### config.mk
export PLATFORM = sky130hd
export DESIGN_NAME = clock_hms_param
export DESIGN_NICKNAME = d
export VERILOG_FILES = /design/src/rtl/clock_hms_param.sv
export SDC_FILE = /design/constraint.sdc
export NUM_CORES = 1
export LEC_CHECK = 0
export BUFFER_PORTS_ARGS = -buffer_cell sky130_fd_sc_hd__buf_2
export CORE_UTILIZATION = 45
export CTS_CLUSTER_DIAMETER = 40
export DETAILED_ROUTE_END_ITERATION = 7
export GPL_TIMING_DRIVEN = 0
export HOLD_SLACK_MARGIN = 0.06
export MAX_ROUTING_LAYER = met4
export PLACE_DENSITY = 0.74
export SLEW_MARGIN = 40
export SYNTH_ARGS = -nofsm -noshare
export SYNTH_HDL_FRONTEND = slang
export SYNTH_SLANG_ARGS = --single-unit
### constraint.sdc
create_clock -name kh_clk -period 3.7 [get_ports kh_clk]
set_input_delay 0.185 -clock kh_clk [delete_from_list [all_inputs] [get_ports kh_clk]]
set_output_delay 0.185 -clock kh_clk [all_outputs]
set_load 0.1 [all_outputs]
### src/rtl/clock_hms_param.sv
`default_nettype none
// ============================================================================
//  Module      : clock_hms_param
//  Description : Hours/minutes/seconds/sub-second clock with load, alarm and
//                selectable 12/24-hour display encoding.
//  Revision    : 1.0  initial release
// ============================================================================
module clock_hms_param #(
  parameter int SUB_COUNT = 60,
  parameter int SUB_W     = 10
) (
  input  logic              kh_clk,
  input  logic              reset_n,
  input  logic              tick_en,
  input  logic              mode_24,
  input  logic              load,
  input  logic [4:0]        load_hr,
  input  logic [5:0]        load_min,
  input  logic [5:0]        load_sec,
  input  logic              alarm_set,
  input  logic [4:0]        alarm_hr,
  input  logic [5:0]        alarm_min,
  input  logic              alarm_en,
  output logic [16+SUB_W:0] disp_time,
  output logic              pm,
  output logic              sec_pulse,
  output logic              alarm_hit,
  output logic              load_err
);

  localparam logic [SUB_W-1:0] c_sub_max = SUB_W'(SUB_COUNT - 1);

  logic [4:0]       r_hr24;
  logic [5:0]       r_min;
  logic [5:0]       r_sec;
  logic [SUB_W-1:0] r_sub;
  logic [4:0]       r_alarm_hr;
  logic [5:0]       r_alarm_min;
  logic             r_sec_evt;
  logic             r_alarm_evt;

  logic [4:0]       w_nxt_hr;
  logic [5:0]       w_nxt_min;
  logic [5:0]       w_nxt_sec;
  logic [SUB_W-1:0] w_nxt_sub;
  logic             w_load_ok;
  logic             w_load_bad;
  logic             w_alarm_ok;
  logic             w_alarm_bad;
  logic             w_adv;
  logic             w_sub_wrap;
  logic             w_alarm_match;
  logic [4:0]       w_hr12;
  logic [4:0]       w_disp_hr;

  assign w_load_ok   = load && (load_hr <= 5'd23) && (load_min <= 6'd59) && (load_sec <= 6'd59);
  assign w_load_bad  = load && !w_load_ok;
  assign w_alarm_ok  = alarm_set && (alarm_hr <= 5'd23) && (alarm_min <= 6'd59);
  assign w_alarm_bad = alarm_set && !w_alarm_ok;
  // Any load request, even a rejected one, blocks the tick for that cycle.
  assign w_adv       = tick_en && !load;
  assign w_sub_wrap  = (r_sub == c_sub_max);

  always_comb begin
    w_nxt_hr  = r_hr24;
    w_nxt_min = r_min;
    w_nxt_sec = r_sec;
    w_nxt_sub = r_sub;
    if (w_load_ok) begin
      w_nxt_hr  = load_hr;
      w_nxt_min = load_min;
      w_nxt_sec = load_sec;
      w_nxt_sub = '0;
    end else if (w_adv) begin
      if (!w_sub_wrap) begin
        w_nxt_sub = r_sub + SUB_W'(1);
      end else begin
        w_nxt_sub = '0;
        if (r_sec != 6'd59) begin
          w_nxt_sec = r_sec + 6'd1;
        end else begin
          w_nxt_sec = 6'd0;
          if (r_min != 6'd59) begin
            w_nxt_min = r_min + 6'd1;
          end else begin
            w_nxt_min = 6'd0;
            w_nxt_hr  = (r_hr24 == 5'd23) ? 5'd0 : r_hr24 + 5'd1;
          end
        end
      end
    end
  end

  assign w_alarm_match = w_adv && alarm_en &&
                         (w_nxt_hr == r_alarm_hr) && (w_nxt_min == r_alarm_min) &&
                         (w_nxt_sec == 6'd0) && (w_nxt_sub == '0);

  assign w_hr12    = (r_hr24 >= 5'd12) ? r_hr24 - 5'd12 : r_hr24;
  assign w_disp_hr = mode_24 ? r_hr24 : ((w_hr12 == 5'd0) ? 5'd12 : w_hr12);

  // Event flags are staged one cycle so pulses line up with the display pipeline.
  always_ff @(posedge kh_clk or negedge reset_n) begin
    if (!reset_n) begin
      r_hr24      <= '0;
      r_min       <= '0;
      r_sec       <= '0;
      r_sub       <= '0;
      r_alarm_hr  <= '0;
      r_alarm_min <= '0;
      r_sec_evt   <= 1'b0;
      r_alarm_evt <= 1'b0;
      disp_time   <= '0;
      pm          <= 1'b0;
      sec_pulse   <= 1'b0;
      alarm_hit   <= 1'b0;
      load_err    <= 1'b0;
    end else begin
      r_hr24      <= w_nxt_hr;
      r_min       <= w_nxt_min;
      r_sec       <= w_nxt_sec;
      r_sub       <= w_nxt_sub;
      if (w_alarm_ok) begin
        r_alarm_hr  <= alarm_hr;
        r_alarm_min <= alarm_min;
      end
      r_sec_evt   <= w_adv && w_sub_wrap;
      r_alarm_evt <= w_alarm_match;
      disp_time   <= {w_disp_hr, r_min, r_sec, r_sub};
      pm          <= (r_hr24 >= 5'd12);
      sec_pulse   <= r_sec_evt;
      alarm_hit   <= r_alarm_evt;
      load_err    <= w_load_bad || w_alarm_bad;
    end
  end

endmodule
`default_nettype wire
==> results.json <==
{
  "place_ws_ns": 0.648,
  "cts_buffers": 9,
  "drc": 0,
  "grt_pass1_wl_um": 15800,
  "antenna_found_initial": 0,
  "critPathLaunchType": "flop",
  "worstPathRequired_ns": 3.94,
  "synthTopCellsByCount": "dfrtp_1, nor2_1, nand2_1, a21oi_1, clkbuf_1",
  "finalSetupViolations": 0,
  "area_delta_synth_final_pct": 19.7,
  "crit_fanout": 10,
  "ctsRootBufferMaster": "clkbuf_8",
  "multi_input_area_um2": 1840,
  "worstSetupPathType": "reg -> reg",
  "post-cts-setup-buffers": 0,
  "die_y_um": 93.3,
  "viasPerCell": 5.97,
  "layout_setup_ws_ns": 0.564,
  "hold_viol": 0,
  "row_count": 32,
  "cts.sinks": 71,
  "wl_per_cell_um": 16.7,
  "postCtsResizedCells": 0,
  "finalCriticalPeriod_ns": 3.14,
  "dp_hpwl_um": 7140,
  "slew_violations": 0,
  "worstSetupEndpointType": "flop",
  "drt_iter0_drc": 298,
  "synth_warnings": 0,
  "finalCritPeriodShare_pct": 84.8,
  "core_area_um2": 7890,
  "ys_seq_elements": 71,
  "crit_slowest_cell": "or4_4",
  "die_x_um": 93.3,
  "clk_pin_slew_ns": 0.08,
  "max_cap_viol_count": 0,
  "dieArea_um2": 8710,
  "portBuffers": 65,
  "avgSynthCellArea_um2": 9.55,
  "synth_area_leaders": "dfrtp_1, nor2_1, nand2_1, mux2_2, a21oi_1",
  "overflow": 0,
  "yosysUniqueCellTypes": 62,
  "drive_gt1_share_pct": 21.5,
  "ioPinCount": 66,
  "num_antenna_cells": 0,
  "gp_congestion": 0.954,
  "synthArstFlopShare_pct": 100,
  "dpl_cell_area_um2": 4230,
  "synthFlopType": "dfrtp_1",
  "crit_chain": "or4_4 -> or4_4 -> buf_6 -> o41ai_2 -> a21oi_1 -> a2111oi_2 -> nand4_1 -> nor4b_2",
  "grt_pass1_vias": 3192,
  "setup_tns_ns": 0,
  "nNetsFinal": 515,
  "initial_utilization_pct": 47.6,
  "synth_top_area_share_pct": 47.3,
  "stdcell_area_um2": 4490,
  "seq_area_frac_synth_pct": 47.3,
  "max_freq_ghz": 0.319,
  "synthesis.area_um2": 3750,
  "cp_common_cell": "or4_4",
  "detail-route-antenna-nets": 0,
  "outcome": "complete, no violations",
  "synth_largest_area_cell": "dfrtp_1",
  "arrival_ns": 3.37,
  "synth_cells": 393,
  "rsz0062_at_grt": "no",
  "grt_max_degree": 39,
  "synth.most_common_cell": "dfrtp_1",
  "p_per_area_nw_per_um2": 516,
  "n_fill_cell": 687,
  "finalWirelength_um": 9700,
  "syn-num-nets": 435,
  "firstDrtPassIters": 5,
  "hp-start": "alarm_hr[2]",
  "final.setup_skew_ns": 0.00692,
  "grt_util_all_layers_pct": 24.5,
  "vias": 3463,
  "hp-class": "in -> reg",
  "clock_latency_ns": 0.35,
  "ir_drop_uv": 227,
  "tightestPinTransition_ns": 0.810,
  "seqCellArea_um2": 1780,
  "power_mw": 2.32,
  "tritoncts": "built",
  "htree_num_levels": 3,
  "slowest_delay_ns": 0.56,
  "clock_tree.buffer_depth": 2,
  "r2r-start": "r_sub[8]",
  "cellLeakagePower_nw": 1.98,
  "startpoint": "r_sub[8]",
  "synth-edff-count": 0,
  "slew_headroom_pct": 45.6
}
## through the flow
step,cells,utilization (%),hold WS [ns]
final,580,57.0,0.0689
after global routing,580,57.0,0.0669
after CTS,579,56.8,0.0640
after detailed placement,561,53.6,0.0898
after global placement,560,53.3,0.333
after floorplan,393,-,-0.111
## timing repair
item                                   CTS  global route
endpoints found under the hold margin   72             1
setup endpoints to repair                0             0
hold buffers                             2             1
## layer usage
layer | up-vias | GRT usage (%) | wire [um] | part of all wire [%]
met5 | - | - | 0 | 0
met3 | 13 | 5.53 | 767 | 7.9
met2 | 180 | 35.9 | 4450 | 46
met4 | 0 | 8.85 | 103 | 1.1
li1 | 1616 | - | - | -
met1 | 1654 | 33.3 | 4380 | 45
## report_power, final
| group | switching, mW | leakage, nW | internal, mW |
|---|---|---|---|
| clock network | 0.288 | 0.112 | 0.415 |
| logic | 0.496 | 1.00 | 0.178 |
| registers | 0.0820 | 0.863 | 0.857 |
## logic make-up after synthesis
logic type,Yosys count,share of synthesized area [%]
AOI/OAI and AO/OA,86,16.1
xor gates and xnor gates,12,2.80
adders and majority gates,7,2.33
buffers and inverters,33,3.53
DFF,71,47.3
muxes,13,3.80
and+or+nand+nor,171,24.1
## cell type report
class,instances,share of cell area (%)
Multi-Input combinational cell,289,41.0
Clock inverter,5,1.78
Clock buffer,11,3.37
Timing Repair Buffer,69,8.49
Sequential cell,71,39.5
Inverter,12,1.00
Tap cell,102,2.84
Buffer,21,1.95
## cell usage in the layout (no fill, tap or decap), types with 4 or more instances in the layout
master,netlist,final
clkbuf_1,19,19
xor2_1,6,6
nor2_1,48,48
nand3_1,11,11
clkbuf_8,0,11
buf_2,1,65
a21o_1,5,5
nand2_1,31,31
a31oi_1,11,11
nor3_1,13,13
a21oi_1,20,20
mux2_2,10,10
and3_1,7,7
nand4_1,16,16
o21ai_0,14,14
and4_1,5,5
nand4b_1,4,4
ha_1,7,7
inv_1,11,11
dfrtp_1,71,71
nor2b_1,4,4
or3_1,7,7
xnor2_1,6,6
and2_1,5,5
## sequential cells by signal, summed over array words and instances, names as in the netlist
signal       cells
alarm_hit        1
disp_time       27
load_err         1
pm               1
r_alarm_evt      1
r_alarm_hr       5
r_alarm_min      6
r_hr24           5
r_min            6
r_sec            6
r_sec_evt        1
r_sub           10
sec_pulse        1
## worst max-delay path: cells and delay by family, from the launching register on
family | cells | cell delay [ns]
compound gates | 3 | 0.86
simple gates | 4 | 1.55
buf+inv | 1 | 0.17
flops | 1 | 0.44
## worst paths after layout
check,end,slack [ns],cells after the start
min,r_alarm_hr[2],0.07,2
min in group asynchronous,sec_pulse,0.28,2
max,r_alarm_evt,0.56,8
min reg2reg,alarm_hit,0.35,0
max in group asynchronous,r_sub[6],2.93,3
max reg2reg,r_alarm_evt,0.56,8
Note: power is estimated with default switching activity, not from simulation.
